<file path="src/rtl/pattern_det_param.sv">
// Serial pattern detector: matches the last PAT_LEN accepted bits against a
// loadable pattern/mask, pulses `out` one cycle later and keeps a saturating count.
module pattern_det_param #(
  parameter int                 PAT_LEN = 5,
  parameter logic [PAT_LEN-1:0] PAT_RST = 5'b00101,
  parameter int                 CNT_W   = 16
) (
  input  logic               clk,
  input  logic               rst,
  input  logic               valid,
  input  logic               in,
  input  logic               overlap,
  input  logic               pat_load,
  input  logic [PAT_LEN-1:0] pat_in,
  input  logic [PAT_LEN-1:0] mask_in,
  input  logic               count_clr,
  output logic               out,
  output logic [CNT_W-1:0]   match_count
);
  localparam int            FW   = $clog2(PAT_LEN + 1);
  localparam logic [FW-1:0] FULL = FW'(PAT_LEN);

  logic [PAT_LEN-1:0] hist, pat, mask, nh;
  logic [FW-1:0]      fill, nf;
  logic               hit;
  logic               cnt_sat;

  always_comb begin
    nh      = {hist[PAT_LEN-2:0], in};
    nf      = (fill == FULL) ? FULL : fill + FW'(1);
    // A match needs a full window; masked-off positions never disagree.
    hit     = valid & ~pat_load & (nf == FULL) & ~|((nh ^ pat) & mask);
    cnt_sat = &match_count;
  end

  always_ff @(posedge clk) begin
    if (rst) begin
      hist        <= '0;
      fill        <= '0;
      pat         <= PAT_RST;
      mask        <= '1;
      out         <= 1'b0;
      match_count <= '0;
    end else begin
      out <= hit;
      if (pat_load) begin
        // New pattern restarts the window; a same-cycle valid bit is dropped.
        pat  <= pat_in;
        mask <= mask_in;
        fill <= '0;
      end else if (valid) begin
        hist <= nh;
        fill <= (hit && !overlap) ? '0 : nf;
      end
      if (count_clr)
        match_count <= '0;
      else if (hit && !cnt_sat)
        match_count <= match_count + CNT_W'(1);
    end
  end
endmodule

</file>
<file path="config.mk">
export PLATFORM = sky130hd
export DESIGN_NAME = pattern_det_param
export DESIGN_NICKNAME = d
export VERILOG_FILES = /design/src/rtl/pattern_det_param.sv
export SDC_FILE = /design/constraint.sdc
export NUM_CORES = 1
export LEC_CHECK = 0
export ABC_AREA = 1
export CORE_MARGIN = 4
export CORE_UTILIZATION = 30
export CTS_CLUSTER_DIAMETER = 60
export DETAILED_ROUTE_END_ITERATION = 16
export PLACE_DENSITY = 0.58
export SLEW_MARGIN = 25
export SYNTH_ARGS = -nofsm -noshare
export SYNTH_HDL_FRONTEND = slang
export SYNTH_SLANG_ARGS = --single-unit
</file>
<file path="constraint.sdc">
create_clock -name clk -period 1.61 [get_ports clk]
set_input_delay 0.322 -clock clk [delete_from_list [all_inputs] [get_ports clk]]
set_output_delay 0.322 -clock clk [all_outputs]
set_load 0.05 [all_outputs]
</file>
; ---- After elaboration in Yosys (flattened, before gate mapping)
; Index checks and enable logic that the tools add are counted.
[classes]
reduce_logical = 10
n_eq_ne = 2
n_mux = 2
addsub = 2
bitwise_logic = 6
[op_table]
columns = cell, count
row1 = "adder 16 x 1 -> 16 bit, second input constant", 1
row2 = AND reduction 16 bit, 1
row3 = "== test 3 bit, second input constant", 2
row4 = 2-to-1 mux 3 bit, 2
row5 = bitwise AND 5 bit, 1
row6 = OR reduction 5 bit, 1
row7 = bitwise XOR 5 bit, 1
row8 = OR reduction 2 bit, 2
row9 = "adder 3 x 1 -> 3 bit, second input constant", 1
row10 = bitwise AND 1 bit, 3
row11 = logical NOT 1 bit, 3
row12 = logical AND 1 bit, 2
row13 = AND reduction 2 bit, 1
row14 = inverter 1 bit, 1
[word_totals]
input_bits = 17
out_inout_bits = 17
register_bits = 34

; ---- Longest topological paths before layout
; Gate-level depths: netlist (run 1).
[logic_depth]
word_depth = 7
depth_mapped = 11

; ---- Worst setup path before layout (run 1)
; OpenSTA, ideal clock, no wires.
[synth_path]
path_type = reg-to-reg
from = register match_count[0]
to = register match_count[8]
required_time_ns = 1.469
stages_incl_launch_ff = 10
setup_ns = 0.141
slack_ns = -0.373
arrival_ns = 1.842
path_cell_list = dfxtp_1 > ha_1 > nand2_1 > nor2_1 > nand2_1 > nor3_2 > nor2_2 > buf_4 > nand2_1 > a21oi_2
[synth_via]
elab_chain_cells = 3
[synth_lines]
columns = item, line
row1 = "start, declared", 18  ; output logic [CNT_W-1:0] match_count
row2 = "start signal, assigned", 58  ; match_count <= match_count + CNT_W'(1);
row3 = "parallel branches: the longest is 3 deep, another holds adder 16 x 1 -> 16 bit", -
; Parallel ways; which one is timed is not known.
; A chain may end at the register's enable or synchronous reset.

; ---- Final worst setup path (run 1)
[layout_path]
from = input port in
to = register match_count[13]
[layout_via]
elab_chain_cells = 6
[layout_lines]
columns = item, line
row1 = "start, declared", 11  ; input logic in,
row2 = bitwise XOR 5 bit, 32  ; hit = valid & ~pat_load & (nf == FULL) & ~|((nh ^ pat) & mask);
row3 = bitwise AND 5 bit, 32
row4 = OR reduction 5 bit, 32
row5 = logical NOT 1 bit, 32
row6 = bitwise AND 1 bit, 32
row7 = logical AND 1 bit, 57  ; else if (hit && !cnt_sat)
; Every way passes these cells.

==> flow_metrics.tcl, run 1 <==
set metrics [dict create \
    grt_antenna_before_repair 0 \
    series_of_cell_instances_along_the_critical_path "clkdlybuf4s50_1 -> nand2_1 -> nand3_1 -> nand2_1 -> nor2_4 -> nand2_2 -> nor2_2 -> buf_12 -> nand2_1 -> a21oi_1" \
    fill_cell_total_of_the_finished_layout 618 \
    wirelength_um 4140 \
    gr-total-overflow 0 \
    die-height_um 85.6 \
    crit_path_frequent_cell "sky130_fd_sc_hd__nand2_1" \
    r2r_cells 9 \
    synth_flop_cell "sky130_fd_sc_hd__dfxtp_1" \
    fin_hold_ws_ns 0.462 \
    ios 34 \
    vdd_ir_drop_max_mv 0.441 \
    numClockSinks 34 \
    total_power_mw 1.87 \
    drt_drc_violations_left 0 \
    initial_core_util_pct 30.7 \
    route.antenna.remaining_nets 0 \
    drive_above_1_share_pct 27.5 \
    count_of_state_elements_after_synthesis 34 \
    final_cell_area_um2 2560 \
    post_synthesis_instance_area_um2 1810 \
    timing.max_cap.violations 0 \
    crit_path_end "match_count[13]" \
    min_period_ns 1.48 \
    timing.critical_path.required_ns 1.83 \
    via_count 1759 \
    worst_r2r_endpoint "match_count[4]" \
    areaGrowthSynthToFinish_pct 42.0 \
    timing.clock.skew_ns 0.00322 \
    instance_count_after_placement_with_tap_cells_included 374 \
    clk_transition_reported_paths_ns 0.07 \
    ys_types 26 \
    synthesis.area_per_instance_um2 7.03 \
    place_congestion 0.791 \
    crit_fanout 11 \
    nets_finish 326 \
    placement.setup.worst_slack_ns -0.168 \
    tightestPinTransition_ns 0.274 \
    syn_nets 275 \
    placement.cell_area_um2 2420 \
    cts-root-to-sink-buffers 2 \
    static-leakage-power_nw 0.970 \
    chipWidth_um 85.6 \
    instances_no_fill 384 \
    timing.setup.tns_ns 0 \
    layout.core_utilization_pct 43.6 \
    yosysMostFrequentCell "sky130_fd_sc_hd__nand2_1" \
    netlist.top_cell.by_area "sky130_fd_sc_hd__dfxtp_1" \
    detailed_place_hpwl_um 3150 \
    rr_startpoint "match_count[0]" \
    max_freq_ghz 0.675 \
    viasPerCell 4.58 \
    timing.setup.critical_path_class "input pin to register" \
    clk-insertion-delay-late_ns 0.29 \
    worst_path_max_delay_cell "sky130_fd_sc_hd__clkdlybuf4s50_1" \
    worst_ep_arrival_time_ns 1.70 \
    grt_max_degree 16 \
    worstHoldPathType "register to register" \
    report.final.setup_viol 0 \
    cts-buffers-inserted 5 \
    placement_rows 28 \
    report.final.hold_viol_count 0 \
    timing.final.crit_share_pct 92.0 \
    synth-edff-count 0 \
    clock_tree.root_cell "sky130_fd_sc_hd__clkbuf_8" \
    yosys_warnings 0 \
    startpoint "in" \
    worst_setup_path_end_kind "register" \
    final_ws_setup_ns 0.129 \
    worst_slew_margin_rel_pct 81.7 \
    finalMaxSlewViolations 0 \
    cts_tree "done" \
    first_iter_violations 93 \
    power.density_nw_per_um2 729 \
    first_global_vias 1675 \
    yosysSeqAreaShare_pct 37.7 \
    ff2ff_setup_slack_ns 0.15 \
    wl_per_cell_um 10.8 \
    dieArea_um2 7330 \
    ys_async_sr_fraction_pct 0 \
    synth.area.top_cells "sky130_fd_sc_hd__dfxtp_1 (38%), sky130_fd_sc_hd__nand2_1 (17%), sky130_fd_sc_hd__nand3_1 (6.1%), sky130_fd_sc_hd__a21oi_1 (5.0%), sky130_fd_sc_hd__inv_1 (4.6%)" \
    syn_inst 257 \
    wire_length_of_the_first_global_routing_pass_um 7060 \
    io_buffers 33 \
    outcome "finished clean" \
    grt.total_usage_pct 11.9 \
    critPathMaxStageDelay_ns 0.49 \
    worst_setup_path_start_kind "input pin" \
    htree_num_levels 2 \
    dr.pass1.iters 4 \
    synth_top_area_share_pct 37.7 \
    floorplan.core_area_um2 5890 \
    top_post_synthesis_cells_by_count "sky130_fd_sc_hd__nand2_1 (80), sky130_fd_sc_hd__dfxtp_1 (34), sky130_fd_sc_hd__inv_1 (22), sky130_fd_sc_hd__nand3_1 (22)" \
    antenna_cells_inserted 0 \
    holdBufCountCts 0 \
]
## routing by layer
| layer | track usage [%] | vias up | share of wire (%) |
|---|---|---|---|
| li1 | - | 928 | - |
| met1 | 14.5 | 791 | 46 |
| met2 | 19.9 | 36 | 48 |
| met3 | 3.84 | 4 | 5.7 |
| met4 | 4.03 | 0 | 1.0 |
| met5 | 0 | - | 0 |
## worst min-delay path by stage
stage,cells after the start,slack [ns],from,to
floorplan,1,0.39,rst,out
global placement,2,0.44,mask[3],mask[3]
detailed placement,2,0.45,mask[2],mask[2]
CTS,2,0.46,mask[2],mask[2]
global route,2,0.49,mask[3],mask[3]
finish,2,0.46,mask[2],mask[2]
## power by group
part | internal [mW] | total [mW] | switching (mW) | leakage, nW
clock | 0.462 | 0.800 | 0.338 | 0.0547
sequential | 0.863 | 0.878 | 0.0154 | 0.286
combinational | 0.101 | 0.191 | 0.0901 | 0.629
## cells in the final DEF (no fill, tap or decap), types with 8 or more instances in the layout
cell                               n
sky130_fd_sc_hd__nand2_1          80
sky130_fd_sc_hd__nand3_1          22
sky130_fd_sc_hd__inv_1            22
sky130_fd_sc_hd__buf_4            21
sky130_fd_sc_hd__dfxtp_1          19
sky130_fd_sc_hd__a21oi_1          18
sky130_fd_sc_hd__nor2_1           17
sky130_fd_sc_hd__clkdlybuf4s50_1  16
sky130_fd_sc_hd__dfxtp_2          13
sky130_fd_sc_hd__buf_12           12
sky130_fd_sc_hd__o21ai_0          11
sky130_fd_sc_hd__xor2_1            8
sky130_fd_sc_hd__a21oi_2           8
## registers in the layout (all words and copies together) (netlist names)
register / cells
pat: 5
hist: 4
out: 1
fill: 3
match_count: 16
mask: 5
## critical path: cells and delay by family
kind | cells | cell delay (ns)
compound gates | 1 | 0.11
buf+inv | 2 | 0.63
simple gates | 7 | 0.62
## cell families (layout without fill, tap and decap cells)
| logic type | count (synthesis) | count (layout) | synth area share (%) |
|---|---|---|---|
| and+or+nand+nor | 142 | 143 | 35.9 |
| xor gates and xnor gates | 11 | 11 | 5.33 |
| buffers and inverters | 32 | 83 | 8.45 |
| DFF | 34 | 34 | 37.7 |
| adders and majority gates | 1 | 1 | 0.692 |
| AOI/OAI and AO/OA | 37 | 37 | 11.9 |
## final cells by class
class	instances	area, um2	share of cell area (%)
Multi-Input combinational cell	192	988	38.5
Timing Repair Buffer	49	558	21.8
Clock buffer	5	68.8	2.68
Sequential cell	34	704	27.5
Tap cell	75	93.8	3.66
Inverter	26	108	4.20
Clock inverter	3	43.8	1.71
## repair_timing
item | 4_1_cts | 5_1_grt
endpoints found under the setup margin | 0 | 1
resized for setup | 0 | 0
buffers inserted | 0 | 1
Power figures use the tool's default switching activity.
==> run 2, diff against run 1 <==
--- a/config.mk
+++ b/config.mk
@@ -6,11 +6,14 @@
 export NUM_CORES = 1
 export LEC_CHECK = 0
 export ABC_AREA = 1
+export ABC_CLOCK_PERIOD_IN_PS = 1610
 export CORE_MARGIN = 4
 export CORE_UTILIZATION = 30
 export CTS_CLUSTER_DIAMETER = 60
 export DETAILED_ROUTE_END_ITERATION = 16
+export GPL_TIMING_DRIVEN = 0
 export PLACE_DENSITY = 0.58
+export SETUP_SLACK_MARGIN = 0.05
 export SLEW_MARGIN = 25
 export SYNTH_ARGS = -nofsm -noshare
 export SYNTH_HDL_FRONTEND = slang
==> flow_metrics.tcl, run 2 (same netlist as run 1, synthesis figures left out) <==
set metrics [dict create \
    cp_num_buf_inv 1 \
    fraction_of_power_spent_switching_nets_pct 24.3 \
    vdd_ir_drop_max_mv 0.384 \
    cts-root-to-sink-buffers 2 \
    rsz0062_at_grt "no" \
    fill_cell_total_of_the_finished_layout 634 \
    cts-buffers-inserted 5 \
    dieArea_um2 7330 \
    timing.final.crit_share_pct 94.6 \
    place_congestion 0.802 \
    instance_count_after_placement_with_tap_cells_included 364 \
    holdBufCountCts 0 \
    timing.max_cap.violations 0 \
    die-height_um 85.6 \
    min_period_ns 1.52 \
    report.final.setup_viol 0 \
    route.antenna.remaining_nets 0 \
    regMostFlops "match_count" \
    first_iter_violations 65 \
    top_regs "match_count: 16 flops, mask: 5 flops, pat: 5 flops" \
    grt_antenna_before_repair 0 \
    htree_num_levels 2 \
    first_global_vias 1684 \
    p_clk_share_pct 38.5 \
    seq_power_share_pct 51.3 \
    switchingPower_uw 414 \
    areaGrowthSynthToFinish_pct 37.2 \
    clk-insertion-delay-late_ns 0.29 \
    series_of_cell_instances_along_the_critical_path "dlygate4sd2_1" \
    worst_setup_path_start_kind "register" \
    worst_setup_path_end_kind "output port" \
    crit_fanout 5 \
    worstHoldPathType "input pin to register" \
    placement_rows 28 \
    numClockSinks 34 \
    wl_per_cell_um 11.4 \
    via_count 1743 \
    report.final.hold_viol_count 0 \
    static-leakage-power_nw 0.984 \
    outcome "finished clean" \
    grt.total_usage_pct 12.5 \
    drive_above_1_share_pct 22.7 \
    wire_length_of_the_first_global_routing_pass_um 7330 \
    max_freq_ghz 0.657 \
    timing.clock.skew_ns 0.00264 \
    antenna_cells_inserted 0 \
    power.density_nw_per_um2 688 \
    timing.critical_path.required_ns 1.29 \
    viasPerCell 4.60 \
    worst_ep_arrival_time_ns 1.20 \
    layout_common_cells "sky130_fd_sc_hd__nand2_1 (79), sky130_fd_sc_hd__nand3_1 (22), sky130_fd_sc_hd__inv_1 (22), sky130_fd_sc_hd__dfxtp_1 (18), sky130_fd_sc_hd__a21oi_1 (17)" \
    timing.setup.critical_path_class "register to output port" \
    most_frequent_standard_cell_in_the_layout_excluding_fill_and_tap_cells "sky130_fd_sc_hd__nand2_1" \
    layout.core_utilization_pct 42.1 \
    tightestPinTransition_ns 0.489 \
    drt_drc_violations_left 0 \
    detailed_place_hpwl_um 3080 \
    gr-total-overflow 0 \
    io_buffers 32 \
    clk_transition_reported_paths_ns 0.07 \
    critical_path.top_delay_family "buffers and inverters" \
    number_of_flip_flops_under_the_largest_register_name 16 \
    initial_core_util_pct 30.7 \
    finalMaxSlewViolations 0 \
    clock_tree.root_cell "sky130_fd_sc_hd__clkbuf_8" \
    nets_finish 321 \
    cts_tree "done" \
    wirelength_um 4310 \
    worst_slew_margin_rel_pct 67.5 \
    worst_path_max_delay_cell "sky130_fd_sc_hd__dlygate4sd2_1" \
    floorplan.core_area_um2 5890 \
    ios 34 \
    instances_no_fill 379 \
    dr.pass1.iters 6 \
    internal_power_mw 1.29 \
    chipWidth_um 85.6 \
    critPathMaxStageDelay_ns 0.54 \
    fin_hold_ws_ns 0.292 \
    power_frac_comb_pct 10.3 \
    grt_max_degree 11 \
]
run 2: changes by cell type in the layout (fill, tap and decap cells not counted), moves of 4 or more:
cell,previous run,this run
sky130_fd_sc_hd__buf_4,21,3
sky130_fd_sc_hd__buf_12,12,2
sky130_fd_sc_hd__dlygate4sd2_1,0,9
sky130_fd_sc_hd__clkdlybuf4s15_1,0,7
sky130_fd_sc_hd__clkbuf_2,0,4
run 2: layer usage:
layer | wire (um) | share of wire [%] | track usage, % | vias to the layer above
li1 | - | - | - | 911
met1 | 1900 | 44 | 15.2 | 786
met2 | 2140 | 50 | 21.1 | 41
met3 | 211 | 4.9 | 2.98 | 5
met4 | 55 | 1.3 | 5.18 | 0
met5 | 0 | 0 | 0 | -
run 2: through the flow:
step / TNS, ns / setup slack (ns) / area [um2] / power [mW]
2_1_floorplan: 0 / 0.0500 / 1850 / 0.989
3_3_place_gp: -5.18 / -0.339 / 2260 / 1.05
3_5_place_dp: -5.48 / -0.346 / 2260 / 1.05
4_1_cts: 0 / 0.0352 / 2380 / 1.72
5_1_grt: 0 / 0.0286 / 2480 / 1.79
6_report: 0 / 0.0873 / 2480 / 1.70
run 2: final cells by class:
cell class	instances	area, um2	area share (%)
clock inverters	1	5.00	0.202
clock buffers	7	86.3	3.48
well taps	75	93.8	3.79
inverters	26	108	4.34
plain buffers	6	51.3	2.07
flip-flops and latches	34	713	28.8
repair buffers	39	400	16.2
multi-input cells	191	1020	41.2
run 2: repair_timing:
action,4_1_cts,5_1_grt
pin swaps,3,5
resized for setup,26,21
gates cloned,1,1
endpoints found under the setup margin,31,25
setup buffers,3,2
run 2: final timing paths:
path                                 startpoint               to  slack (ns)  cells after the start
worst max-delay path             match_count[7]   match_count[7]        0.09                      1
worst min-delay path                   pat_load           pat[0]        0.29                      2
worst max register to register  match_count[14]  match_count[14]        0.12                      7
worst min register to register          mask[0]          mask[0]        0.47                      2
run 2: power groups by stage:
stage	sequential (mW)	clock, mW	combinational (mW)
after floorplan	0.894	0	0.0952
after global placement	0.897	0	0.154
after detailed placement	0.898	0	0.155
after CTS	0.879	0.684	0.160
after global routing	0.876	0.712	0.198
final	0.874	0.655	0.175
==> run 3, diff against run 2 <==
--- a/config.mk
+++ b/config.mk
@@ -9,7 +9,6 @@
 export ABC_CLOCK_PERIOD_IN_PS = 1610
 export CORE_MARGIN = 4
 export CORE_UTILIZATION = 30
-export CTS_CLUSTER_DIAMETER = 60
 export DETAILED_ROUTE_END_ITERATION = 16
 export GPL_TIMING_DRIVEN = 0
 export PLACE_DENSITY = 0.58
==> results of run 3 <==
Same layout as run 2: the final DEF is identical, and so are final timing and power.
